`src/rtl/pigro_trace_buf.sv`:
```
// pigro_trace_buf: triggered circular capture of writeback records, drained oldest-first over valid/ready.
module pigro_trace_buf #(
  parameter int DATA_W = 32,
  parameter int OP_W = 5,
  parameter int PC_W = 5,
  parameter int RA_W = 4,
  parameter int DEPTH = 16,
  parameter int POST_TRIG = 8,
  localparam int AW = $clog2(DEPTH),
  localparam int CW = AW + 1,
  localparam int RW = 2*DATA_W + OP_W + PC_W + RA_W + 1
) (
  input  logic              clk,
  input  logic              rst_n,
  input  logic              arm,
  input  logic [1:0]        trig_mode,
  input  logic [OP_W-1:0]   trig_op,
  input  logic [PC_W-1:0]   trig_pc,
  input  logic              wb_valid,
  input  logic [DATA_W-1:0] wb_aluout,
  input  logic [DATA_W-1:0] wb_lmdout,
  input  logic [OP_W-1:0]   wb_opcode,
  input  logic [PC_W-1:0]   wb_pc,
  input  logic [RA_W-1:0]   wb_dest,
  input  logic              wb_e,
  input  logic              rd_ready,
  output logic              rd_valid,
  output logic [RW-1:0]     rd_data,
  output logic              rd_last,
  output logic [1:0]        state,
  output logic [CW-1:0]     count,
  output logic [AW-1:0]     trig_idx
);
  localparam logic [1:0] IDLE = 2'd0, ARMED = 2'd1, POST = 2'd2, DONE = 2'd3;
  logic [RW-1:0] mem [DEPTH];
  logic [AW-1:0] wr_ptr, rd_ptr, post_cnt, wp_n, ti_n;
  logic [CW-1:0] remaining, cnt_n;
  logic [1:0] nxt;
  logic wrapped, wrap_n, clr, wr_en, hit, trig, xfer;

  always_comb begin
    clr = arm && state != DONE;
    wr_en = (state == ARMED || state == POST) && wb_valid && !arm;
    hit = trig_mode == 2'd0 ? 1'b1 :
          trig_mode == 2'd1 ? wb_opcode == trig_op :
          trig_mode == 2'd2 ? wb_pc == trig_pc : wb_e;
    trig = state == ARMED && wr_en && hit;
    xfer = rd_valid && rd_ready;
    wp_n = wr_ptr + 1'b1;
    wrap_n = wrapped || &wr_ptr;
    cnt_n = count == CW'(DEPTH) ? count : count + 1'b1;
    ti_n = AW'(cnt_n - CW'(1) - CW'(POST_TRIG));
  end

  always_ff @(posedge clk or negedge rst_n)
    if (!rst_n) state <= IDLE;
    else state <= nxt;

  always_comb begin
    nxt = state == IDLE ? (arm ? ARMED : IDLE) :
          state == DONE ? (xfer && rd_last ? IDLE : DONE) :
          arm ? ARMED :
          trig ? (POST_TRIG == 0 ? DONE : POST) :
          state == POST && wr_en && post_cnt == AW'(1) ? DONE : state;
  end

  always_comb begin
    rd_valid = state == DONE && remaining != '0;
    rd_last = rd_valid && remaining == CW'(1);
    rd_data = rd_valid ? mem[rd_ptr] : '0;
  end

  always_ff @(posedge clk or negedge rst_n)
    if (!rst_n) begin
      wr_ptr <= '0;
      rd_ptr <= '0;
      post_cnt <= '0;
      count <= '0;
      remaining <= '0;
      trig_idx <= '0;
      wrapped <= 1'b0;
    end else begin
      if (clr) begin
        wr_ptr <= '0;
        count <= '0;
        wrapped <= 1'b0;
      end else if (wr_en) begin
        wr_ptr <= wp_n;
        count <= cnt_n;
        wrapped <= wrap_n;
      end
      if (trig) post_cnt <= AW'(POST_TRIG);
      else if (wr_en && state == POST) post_cnt <= post_cnt - 1'b1;
      // DONE is only ever entered on a capturing edge, so the *_n values describe the final window
      if (nxt == DONE && state != DONE) begin
        rd_ptr <= wrap_n ? wp_n : '0;
        remaining <= cnt_n;
        trig_idx <= ti_n;
      end else if (xfer) begin
        rd_ptr <= rd_ptr + 1'b1;
        remaining <= remaining - 1'b1;
      end
    end

  always_ff @(posedge clk)
    if (wr_en) mem[wr_ptr] <= {wb_aluout, wb_lmdout, wb_opcode, wb_pc, wb_dest, wb_e};
endmodule

```
`config.mk`:
```
export PLATFORM = sky130hd
export DESIGN_NAME = pigro_trace_buf
export DESIGN_NICKNAME = d
export VERILOG_FILES = /design/src/rtl/pigro_trace_buf.sv
export SDC_FILE = /design/constraint.sdc
export NUM_CORES = 1
export LEC_CHECK = 0
export CAP_MARGIN = 10
export CORE_ASPECT_RATIO = 2
export CORE_MARGIN = 3
export CORE_UTILIZATION = 38
export DETAILED_ROUTE_END_ITERATION = 10
export SLEW_MARGIN = 25
export SYNTH_ARGS = -nofsm -noshare
export SYNTH_HDL_FRONTEND = slang
export SYNTH_SLANG_ARGS = --single-unit
```
`constraint.sdc`:
```
create_clock -name clk -period 6.2 [get_ports clk]
set_clock_uncertainty 0.15 [all_clocks]
set_input_delay 1.55 -clock clk [delete_from_list [all_inputs] [get_ports clk]]
set_output_delay 1.55 -clock clk [all_outputs]
set_load 0.03 [all_outputs]
```
; ---- Word level (Yosys, flattened, before mapping)
; Memory sizes are Yosys's and may differ from the RTL's.
; Index checks and enable logic that the tools add are counted.
[op_classes]
reduce_logical = 22
n_mux = 27
n_eq_ne = 12
n_addsub = 7
[op_table]
columns = operator, count
row1 = $mux 79, 1
row2 = $mux 4, 7
row3 = $mux 5, 5
row4 = $logic_and 1x1->1, 12
row5 = $mux 2, 6
row6 = $eq 5x5->1, 2
row7 = $add 4x1->4 const B, 2
row8 = $eq 2x2->1 const B, 4
row9 = $mux 1, 8
row10 = $sub 4x1->4 const B, 2
row11 = $reduce_bool 2->1, 3
row12 = $add 5x1->5 const B, 1
row13 = $eq 5x1->1 const B, 1
row14 = $eq 5x5->1 const B, 1
row15 = $reduce_bool 5->1, 1
row16 = $sub 5x1->5 const B, 1
row17 = $eq 2x1->1 const B, 2
row18 = $eq 4x1->1 const B, 1
row19 = $logic_not 2->1, 2
row20 = $reduce_and 4->1, 1
row21 = $sub 4x4->4 const B, 1
row22 = $logic_or 1x1->1, 2
row23 = $ne 2x2->1 const B, 1
row24 = $logic_not 1->1, 1
[totals]
wordCells = 77
mem_bits_rw = 1264
ff_bits = 29
memories = 1
out_inout_bits = 92
[memory_table]
columns = memory, depth, width, read_ports, rd_ports_with_merged_regs, write_ports, line_no
row1 = mem, 16, 79, 1, 0, 1, 35  ; logic [RW-1:0] mem [DEPTH];

; ---- Logic depth before layout (Yosys ltp)
[depth]
word_depth = 14
depth_mapped = 9
ltp_nobuf = 7

; ---- Least setup slack after synthesis
; No wires, ideal clock.
[synth_timing]
kind = in2reg
startpoint = input port arm
endpoint = memory mem[10][0] (netlist bit) (enable)
slack_ns = 1.431
t_required_ns = 5.604
setup_ns = 0.446
arrival_ns = 4.172
cell_stages = 5
path_cell_list = clkbuf_1 -> nor2_1 -> nand2_1 -> nor2_1 -> and2_1
[synth_between]
elab_chain_cells = 4
[synth_lines]
columns = item, line_no
row1 = start: declaration, 15  ; input logic arm,
row2 = $logic_not 1->1, 43  ; wr_en = (state == ARMED || state == POST) && wb_valid && !arm;
row3 = $logic_and 1x1->1, 43
row4 = $mux 1, 106  ; if (wr_en) mem[wr_ptr] <= {wb_aluout, wb_lmdout, wb_opcode, wb_pc, wb_dest, wb_e};
row5 = $mux 1 (not written as such), 106
row6 = end: declaration, 35
; No other way between the ends.

; ---- Worst setup path after layout
[layout_timing]
startpoint = register rd_ptr[1]
endpoint = output port rd_data[10]
[layout_between]
elab_chain_cells = 2
[layout_lines]
columns = item, line_no
row1 = start: declaration, 36  ; logic [AW-1:0] wr_ptr, rd_ptr, post_cnt, wp_n, ti_n;
row2 = start signal: assignment, 96  ; rd_ptr <= wrap_n ? wp_n : '0;
row3 = start signal: assignment, 100  ; rd_ptr <= rd_ptr + 1'b1;
row4 = $mem_v2 16x79, n/a
row5 = $mux 79, 70  ; rd_data = rd_valid ? mem[rd_ptr] : '0;
row6 = end: declaration, 28  ; output logic [RW-1:0] rd_data,
; No other way between the ends.

==> flow_summary.ini <==
[run_status]
status = complete, no violations

[detailed_routing]
firstDrtPassIters = 5
drt_iter0_drc = 1907
routedWlPerCell_um = 29.0
drc = 0
ant_nets = 0
via_count = 22400
vias_per_cell = 5.42
wirelength_mm = 119

[worst_setup_path]
cp-start-kind = flip-flop
critical_path.top_delay_family = buffers and inverters
worstPathMaxFanout = 44
worst_setup_path_end_kind = output port
worstPathRequired_ns = 4.50
critPathMaxStageDelay_ns = 0.99
setup.worst_path.class = flip-flop to output port
crit_path_frequent_cell = mux4_2
critical_path.cell_chain = buf_4 -> mux4_2 -> mux4_2 -> and2_1 -> clkdlybuf4s50_1
cp_slowest_cell = dfrtp_4
path_buf_inv = 2
arrival_ns = 3.96

[run]
max_cap_viol_count = 0

[worst_hold_path]
worstHoldPathType = flip-flop to flip-flop

[grt]
grt_remaining_overflow = 0
grt_max_degree = 76
antenna_found_initial = 8
grt_pass1_wl_mm = 173
grt_use_total = 0.178
grt_pass1_vias = 24400

[timing]
finalSetupViolations = 0
tns_ns = 0
finalMaxSlewViolations = 0
max_freq_mhz = 177
tightest_slew_ns = 0.886
slew_headroom = 0.409
grt_setup_unrepaired = no
period_needed_ns = 5.66
fin_crit_sh = 0.912
hold_viol_final = 0

[place]
gp_congestion = 0.747
port_buffers = 187
placed_cell_area_sq_um = 54400
place_hpwl_mm = 65.8

[final_layout]
stdcell_area_sq_um = 58000
final_core_util = 0.446
area_growth_pct = 16.4
drive_gt1_frac = 0.275
nets = 2437

[power]
p_leak_nw = 17.5
p_per_area_nw_per_um2 = 322
pwr-share-comb = 0.112
seq_power_share = 0.523
power_switching_w = 0.00413
swShare = 0.221
ir_worst_vdd_mv = 0.276
pwr-share-clk = 0.365
p_int_w = 0.0146

[yosys]
syn_nets = 2168
synthesis.area_sq_um = 49800
avgSynthCellArea_sq_um = 24.2
synthCells = 2055
synthAdderAreaFrac = 0.00427
ys_seq_area_frac = 0.776
async_flop_share = 0.0224
synth.top_cells.by_area = edfxtp_1, mux4_2, dfrtp_1, and2_1, ha_1
synth_compound_area_frac = 0.00359
yosys_warnings = 0
yosys.area_share.simple = 0.0189
ys_seq_elements = 1293
synth_top_family_by_area = multiplexers
synth_xor_area_frac = 0.00510
yosys.area.top_type = edfxtp_1
yosysMostFrequentCell = edfxtp_1
synth_edf_count = 1264
muxShareOfSynthArea = 0.182
yosysUniqueCellTypes = 45
synth_top_area_frac = 0.762
synthTopCellsByCount = edfxtp_1, mux4_2, and2_1
synthFlopType = edfxtp_1

[floorplanning]
die_h_um = 518
rows = 187
initial_core_util = 0.383
io_pins = 188
core_area_sq_um = 130000
fp.dieW_um = 262
die_area_sq_um = 136000

[clocking]
clkTransAtPathRegs_ns = 0.06
numCtsBuffers = 110
clk_path_buf_depth = 3
cts_resized = 0
insertion_delay_ns = 0.69
h-tree-depth = 3
cts_post_setup_buffers_inserted = 0
ctsHoldBuffers = 0
cts.sinks = 1293
clockRootBuffer = clkbuf_16
cts_tree = done
==> area by class of cell <==
| class | count | area [sq um] |
|---|---|---|
| Clock buffer | 129 | 2850 |
| Sequential cell | 1293 | 38700 |
| Antenna cell | 6 | 15.0 |
| Tap cell | 1701 | 2130 |
| Clock inverter | 74 | 677 |
| Inverter | 13 | 48.8 |
| Multi-Input combinational cell | 646 | 10700 |
| Fill cell | 10900 | 72100 |
| Timing Repair Buffer | 260 | 2880 |
==> state kept, by name, indices dropped and copies added, names as in the netlist <==
name	count
mem	1264
wrapped	1
trig_idx	4
rd_ptr	4
wr_ptr	4
count	5
remaining	5
post_cnt	4
state	2
==> per-stage QoR <==
step	total power (W)	std cells	setup slack, ns	hold WS, ns
after floorplan	0.0115	2055	1.43	0.337
after global placement	0.0121	3913	1.19	0.351
after detailed placement	0.0121	3913	1.18	0.347
after CTS	0.0189	4116	0.389	0.360
after global routing	0.0194	4120	0.309	0.378
final	0.0187	4122	0.544	0.357
==> logic make-up after synthesis <==
kind of cell,Yosys count
muxes,409
adders and majority gates,17
DFF,1293
buffers and inverters,116
and+or+nand+nor,164
xor gates and xnor gates,29
AOI/OAI and AO/OA,27
==> final timing paths <==
check / startpoint / endpoint / slack [ns] / cells after the start
max in group asynchronous: rst_n / post_cnt[0] / 4.68 / 2
setup / recovery: rd_ptr[1] / rd_data[10] / 0.54 / 5
hold / removal: trig_idx[2] / trig_idx[2] / 0.36 / 1
min in group asynchronous: rst_n / trig_idx[0] / 0.68 / 1
setup reg to reg: state[1] / mem[9][46] / 3.03 / 9
hold reg to reg: trig_idx[2] / trig_idx[2] / 0.36 / 1
==> cell usage in the layout (no fill, tap or decap), types with 6 or more instances in the layout <==
master / n
edfxtp_1: 1264
mux4_2: 395
clkdlybuf4s50_1: 186
clkbuf_16: 111
and2_1: 79
buf_12: 37
buf_4: 36
dfrtp_1: 25
clkinv_1: 24
clkinv_2: 24
xor2_1: 21
clkbuf_1: 18
nor2_1: 17
and2_4: 17
ha_1: 17
nand2_1: 16
nand3_1: 14
inv_1: 13
o21ai_0: 11
bufinv_16: 10
xnor2_1: 8
mux2_2: 8
clkinvlp_4: 8
diode_2: 6
mux2i_1: 6
==> routing by layer <==
layer	global-route usage	wire, um	up-vias	part of all wire
met5	0	13	-	0.00011
met4	0.0512	2740	2	0.023
met3	0.0245	5080	161	0.043
met2	0.328	66500	564	0.56
met1	0.215	45100	12300	0.38
li1	-	-	9295	-
==> power groups by stage <==
stage / Clock (W) / Combinational (W) / Sequential (W)
6_report: 0.00682 / 0.00209 / 0.00979
5_1_grt: 0.00731 / 0.00226 / 0.00979
4_1_cts: 0.00700 / 0.00215 / 0.00979
3_5_place_dp: 0 / 0.00215 / 0.00998
3_3_place_gp: 0 / 0.00211 / 0.00997
2_1_floorplan: 0 / 0.00154 / 0.00994
(Power assumes the default switching activity.)
